--- config.mk ---
export PLATFORM = sky130hd
export DESIGN_NAME = l2_arbiter
export DESIGN_NICKNAME = d
export VERILOG_FILES = /design/src/rtl/l2_arbiter.sv
export SDC_FILE = /design/constraint.sdc
export NUM_CORES = 1
export LEC_CHECK = 0
export BUFFER_PORTS_ARGS = -buffer_cell sky130_fd_sc_hd__buf_4
export CORE_AREA = 2 2 546 548
export DETAILED_ROUTE_END_ITERATION = 10
export DIE_AREA = 0 0 548 550
export GPL_TIMING_DRIVEN = 0
export PLACE_DENSITY_LB_ADDON = 0.05
export SETUP_SLACK_MARGIN = 0.02
export SLEW_MARGIN = 10
export SYNTH_ARGS = -nofsm -noshare
export SYNTH_HDL_FRONTEND = slang
export SYNTH_SLANG_ARGS = --single-unit
--- constraint.sdc ---
create_clock -name clk -period 1.65 [get_ports clk]
set_input_delay 0.33 -clock clk [delete_from_list [all_inputs] [get_ports clk]]
set_output_delay 0.33 -clock clk [all_outputs]
set_load 0.03 [all_outputs]
--- src/rtl/l2_arbiter.sv ---
// Two-way arbiter sharing one L2 line port between the L1 I-cache and D-cache.
// One latched 256-bit transaction at a time; a DRAIN cycle separates transactions.
module l2_arbiter #(
  parameter int LINE_W     = 256,
  parameter int ADDR_W     = 32,
  parameter int CNT_W      = 16,
  parameter int D_PRIORITY = 0
) (
  input  logic              clk,
  input  logic              rst_n,
  input  logic              i_read,
  input  logic [ADDR_W-1:0] i_addr,
  output logic [LINE_W-1:0] i_rdata,
  output logic              i_resp,
  input  logic              d_read,
  input  logic              d_write,
  input  logic [ADDR_W-1:0] d_addr,
  input  logic [LINE_W-1:0] d_wdata,
  output logic [LINE_W-1:0] d_rdata,
  output logic              d_resp,
  output logic              l2_read,
  output logic              l2_write,
  output logic [ADDR_W-1:0] l2_addr,
  output logic [LINE_W-1:0] l2_wdata,
  input  logic [LINE_W-1:0] l2_rdata,
  input  logic              l2_resp,
  output logic [CNT_W-1:0]  i_grant_cnt,
  output logic [CNT_W-1:0]  d_grant_cnt
);

  typedef enum logic [1:0] {
    ST_IDLE   = 2'd0,
    ST_BUSY_I = 2'd1,
    ST_BUSY_D = 2'd2,
    ST_DRAIN  = 2'd3
  } state_t;

  localparam logic [CNT_W-1:0] CNT_MAX = {CNT_W{1'b1}};
  localparam logic [CNT_W-1:0] CNT_ONE = {{(CNT_W-1){1'b0}}, 1'b1};
  localparam logic             D_WINS  = (D_PRIORITY != 32'sd0);

  state_t              state_r, state_s;
  logic                last_d_r;
  logic                grant_i_s, grant_d_s, d_req_s;
  logic                l2_read_r, l2_write_r;
  logic [ADDR_W-1:0]   l2_addr_r;
  logic [LINE_W-1:0]   l2_wdata_r;
  logic [CNT_W-1:0]    i_cnt_r, d_cnt_r;
  logic                unused_s;

  assign d_req_s  = d_read | d_write;
  // Line offset bits never reach the L2; they are zeroed when latched.
  assign unused_s = ^{i_addr[4:0], d_addr[4:0]};

  // Arbitration among sampled requests and next-state selection.
  always_comb begin
    state_s   = state_r;
    grant_i_s = 1'b0;
    grant_d_s = 1'b0;
    case (state_r)
      ST_IDLE: begin
        if (i_read && d_req_s) begin
          if (D_WINS || !last_d_r) grant_d_s = 1'b1;
          else                     grant_i_s = 1'b1;
        end else if (i_read) begin
          grant_i_s = 1'b1;
        end else if (d_req_s) begin
          grant_d_s = 1'b1;
        end else begin
          grant_i_s = 1'b0;
        end
        if (grant_i_s)      state_s = ST_BUSY_I;
        else if (grant_d_s) state_s = ST_BUSY_D;
        else                state_s = ST_IDLE;
      end
      ST_BUSY_I, ST_BUSY_D: begin
        if (l2_resp) state_s = ST_DRAIN;
        else         state_s = state_r;
      end
      ST_DRAIN: state_s = ST_IDLE;
      default:  state_s = ST_IDLE;
    endcase
  end

  // State register, latched L2 request and round-robin history.
  always_ff @(posedge clk or negedge rst_n) begin
    if (!rst_n) begin
      state_r    <= ST_IDLE;
      last_d_r   <= 1'b1;
      l2_read_r  <= 1'b0;
      l2_write_r <= 1'b0;
      l2_addr_r  <= {ADDR_W{1'b0}};
      l2_wdata_r <= {LINE_W{1'b0}};
    end else begin
      state_r <= state_s;
      if (grant_i_s) begin
        last_d_r   <= 1'b0;
        l2_read_r  <= 1'b1;
        l2_write_r <= 1'b0;
        l2_addr_r  <= {i_addr[ADDR_W-1:5], 5'b00000};
      end else if (grant_d_s) begin
        // A simultaneous read+write keeps the read and drops the write.
        last_d_r   <= 1'b1;
        l2_read_r  <= d_read;
        l2_write_r <= d_write & ~d_read;
        l2_addr_r  <= {d_addr[ADDR_W-1:5], 5'b00000};
        l2_wdata_r <= d_wdata;
      end else if (state_s == ST_DRAIN) begin
        l2_read_r  <= 1'b0;
        l2_write_r <= 1'b0;
      end
    end
  end

  // Saturating per-requester completion counters.
  always_ff @(posedge clk or negedge rst_n) begin
    if (!rst_n) begin
      i_cnt_r <= {CNT_W{1'b0}};
      d_cnt_r <= {CNT_W{1'b0}};
    end else begin
      if (i_resp && (i_cnt_r != CNT_MAX)) i_cnt_r <= i_cnt_r + CNT_ONE;
      if (d_resp && (d_cnt_r != CNT_MAX)) d_cnt_r <= d_cnt_r + CNT_ONE;
    end
  end

  // Protocol checks on requester and L2 handshakes.
  always_ff @(posedge clk) begin
    if (rst_n) begin
      assert (!((state_r == ST_IDLE) && d_read && d_write))
        else $warning("l2_arbiter: d_read and d_write both high, write dropped");
      assert (!(l2_resp && (state_r != ST_BUSY_I) && (state_r != ST_BUSY_D)))
        else $warning("l2_arbiter: l2_resp outside a transaction ignored");
    end
  end

  assign i_resp      = (state_r == ST_BUSY_I) & l2_resp;
  assign d_resp      = (state_r == ST_BUSY_D) & l2_resp;
  assign i_rdata     = l2_rdata;
  assign d_rdata     = l2_rdata;
  assign l2_read     = l2_read_r;
  assign l2_write    = l2_write_r;
  assign l2_addr     = l2_addr_r;
  assign l2_wdata    = l2_wdata_r;
  assign i_grant_cnt = i_cnt_r;
  assign d_grant_cnt = d_cnt_r;

endmodule

==> flow_summary_export.csv <==
group,metric,value,unit
clock_network,cts_inserted_buffers,57,
yosys,avgSynthCellArea,8.68,um^2
power_and_ir_drop,power.internal,29.7,mW
yosys,ys_ff_latch,320,
global_routing,grt_pass1_wl,168000,um
worst_setup_path,cp.arrival,1.73,ns
detailed_routing,via_per_inst,2.33,
sta,timing.final.ws_setup,-0.406,ns
global_routing,grt_antenna_before_repair,39,
worst_setup_path,path_class,"flip-flop to primary output",
sta,fin_crit,2.06,ns
power_and_ir_drop,p_seq_share,24.2,%
floorplan,initial_core_util,5.57,%
detailed_routing,wirelength,129000,um
detailed_routing,drtIter0Drc,506,
clock_network,cts_tree,"built",
sta,max_slew.worst_pin.slew,0.695,ns
power_and_ir_drop,p_leak,17.8,nW
placed_design,portBuffers,1146,
power_and_ir_drop,p_clk_share,23.0,%
status,status,"finished, violations left",
power_and_ir_drop,ir_drop,736,uV
placed_design,place_hpwl,107000,um
yosys,synth_top_area_share,48.5,%
worst_setup_path,critPathRequiredTime,1.32,ns
yosys,yosysSeqAreaShare,48.7,%
sta,clock-skew-final,0.0359,ns
sta,fmax,486,MHz
global_routing,grt_pass1_vias,18300,
worst_setup_path,crit_path_max_fanout,3,
finish,fin_nets,4030,
floorplan,ios,1418,
status,failed_checks,"hold timing, setup timing",
clock_network,clk_latency,0.70,ns
global_routing,grt_max_degree,74,
power_and_ir_drop,swShare,47.9,%
detailed_routing,drc,0,
detailed_routing,routedWlPerCell,17.4,um
clock_network,root_buffer,"clkbuf_16",
clock_network,cts_hold_buf,313,
yosys,synth_area_leader_cell,"dfrtp_1",
power_and_ir_drop,p_total,56.9,mW
finish,layout_common_cells,"1686 x buf_4, 835 x nand2_1, 313 x dlygate4sd3_1",
sta,setup_viol,339,
worst_setup_path,cp-end-kind,"primary output",
run,drv_cap,0,
finish,area.growth.synth_to_final,120,%
floorplan,die_h,550,um
floorplan,die_area,0.301,mm^2
clock_network,cts.sinks,320,
placed_design,finalWeightedCongestion,0.696,
worst_setup_path,cp_slowest_cell,"dfrtp_2",
global_routing,globalRouteOverflowTotal,0,
sta,hold_violations,57,
floorplan,dieWidth,548,um
detailed_routing,dr.pass1.iters,5,
yosys,syn_area,0.0165,mm^2
worst_setup_path,cp-start-kind,"flip-flop",
detailed_routing,vias,17300,
sta,hold_ws,-0.375,ns
finish,mostFrequentLayoutCell,"buf_4",
yosys,synth_top_cells_by_area,"dfrtp_1 48%, buf_4 24%, nand2_1 19%",
sta,tns,-45.51,ns
power_and_ir_drop,power.switching,27.3,mW
floorplan,coreArea,0.296,mm^2
clock_network,path_clk_slew,0.07,ns
yosys,yosys_warnings,0,
clock_network,ctsHtreeMaxLevel,2,
power_and_ir_drop,power_density,1570,mW/mm^2
worst_hold_path,min_path_type,"primary input to asynchronous set/reset pin",
sta,maxSlewHeadroom,53.3,%
detailed_routing,antenna_left,0,
sta,fin_crit_sh,125,%
clock_network,cts_buffer_depth,3,
finish,drive_above_1_share,54.9,%
global_routing,grt.total_usage,8.12,%
yosys,netlist_instances,1897,
floorplan,rows,200,
sta,slew_viol_final,0,
yosys,ys_types,40,
sta,rsz0062_at_grt,"yes",
power_and_ir_drop,p_comb_share,52.8,%
worst_setup_path,path_cells,"ha_4 -> nand2_8 -> clkbuf_16 -> clkinv_8 -> buf_8",
worst_setup_path,max_stage_delay,0.46,ns
-- per-stage QoR --
stage	instance area [um^2]	util, %	hold slack, ns	setup WS (ns)	cells
final	36200	12.2	-0.375	-0.406	7445
after global routing	36200	12.2	-0.387	-0.517	7442
after CTS	36000	12.2	-0.423	-0.543	7419
after detailed placement	30300	10.3	0.382	-1.80	6992
after global placement	30100	10.2	0.463	-5.12	6986
after floorplan	16600	-	0.0344	-0.0930	1901
-- timing repair --
item / 4_1_cts / 5_1_grt
pin swaps: 5 / 10
buffers inserted: 10 / 8
gates resized for setup: 153 / 19
endpoints found under the hold margin: 344 / 57
setup endpoints to repair: 636 / 631
-- cells in the mapped netlist --
cell	number
buf_2	32
o31ai_2	1
xor2_1	21
nor3b_1	3
dfrtp_1	319
o21ai_0	4
nand4b_1	3
o22ai_1	1
a32o_1	1
nand4_4	1
a21oi_1	2
and4_1	4
a2bb2oi_1	1
nand4_1	5
and4_2	1
buf_4	517
conb_1	1
nor4_4	1
nor2_1	8
xnor2_1	6
nand3_1	11
a221o_1	1
nand2_1	839
dfstp_2	1
mux2_2	3
a311oi_1	1
nor3_1	11
a22oi_1	27
o31a_1	1
nor4b_1	2
inv_1	12
ha_1	6
o211a_1	1
nor4_2	1
or4b_4	1
and3_1	2
clkbuf_1	36
nor4_1	7
a32oi_1	1
and2_1	1
-- final timing paths --
check / to / from / slack (ns) / cells past startpoint
max: d_resp / state_r[1] / -0.41 / 5
max reg2reg: i_grant_cnt[15] / state_r[1] / -0.30 / 6
max in group asynchronous: l2_wdata[37] / rst_n / 0.59 / 3
min: l2_wdata[184] / rst_n / -0.38 / 1
min in group clk: state_r[1] / l2_resp / 0.05 / 3
min reg2reg: l2_wdata[46] / l2_wdata[46] / 0.47 / 2
-- per-layer routing --
metal  global-route usage, %  vias to the layer above  part of all wire, %
li1                        -                     8474                    -
met1                    8.46                     7906                   36
met2                    14.8                      795                   51
met3                    3.71                      114                   10
met4                    1.78                       24                  1.8
met5                       0                        -                 0.12
-- critical path: cells and delay by family (launching register included) --
family | cells | cell delay [ns]
AND/OR/NAND/NOR | 1 | 0.06
adder cells (fa/ha/maj) | 1 | 0.19
buffers and inverters | 3 | 0.31
flip-flops | 1 | 0.46
-- final cells by class --
class,instances,area [um^2]
clock inverters,15,200
plain buffers,584,4550
multi-input cells,984,4530
well taps,3939,4930
fillers,34000,259000
repair buffers,1483,12100
inverters,12,67.6
flip-flops and latches,320,8030
clock buffers,90,1760
diodes,18,45.0
-- power by group through the flow --
stage	logic, mW	clock network (mW)	registers, mW
2_1_floorplan	7.92	0	20.2
4_1_cts	31.8	14.0	13.9
6_report	30.1	13.1	13.8
5_1_grt	32.9	14.2	14.3
3_5_place_dp	29.9	0	13.9
3_3_place_gp	30.1	0	14.0
-- sequential cells by signal (all words and copies together), names as in the netlist --
register / count
i_grant_cnt: 16
state_r: 2
l2_addr: 27
l2_read: 1
last_d_r: 1
l2_wdata: 256
d_grant_cnt: 16
l2_write: 1
-- kinds of logic after synthesis --
kind of cell,after synthesis,synth area share [%]
compound gates,42,1.92
xor+xnor,27,1.44
fa+ha+maj,6,0.456
buf+inv,597,25.6
flops,320,48.7
mux,3,0.205
other cells,1,0.0228
simple gates,901,21.6
(Power assumes the default switching activity.)
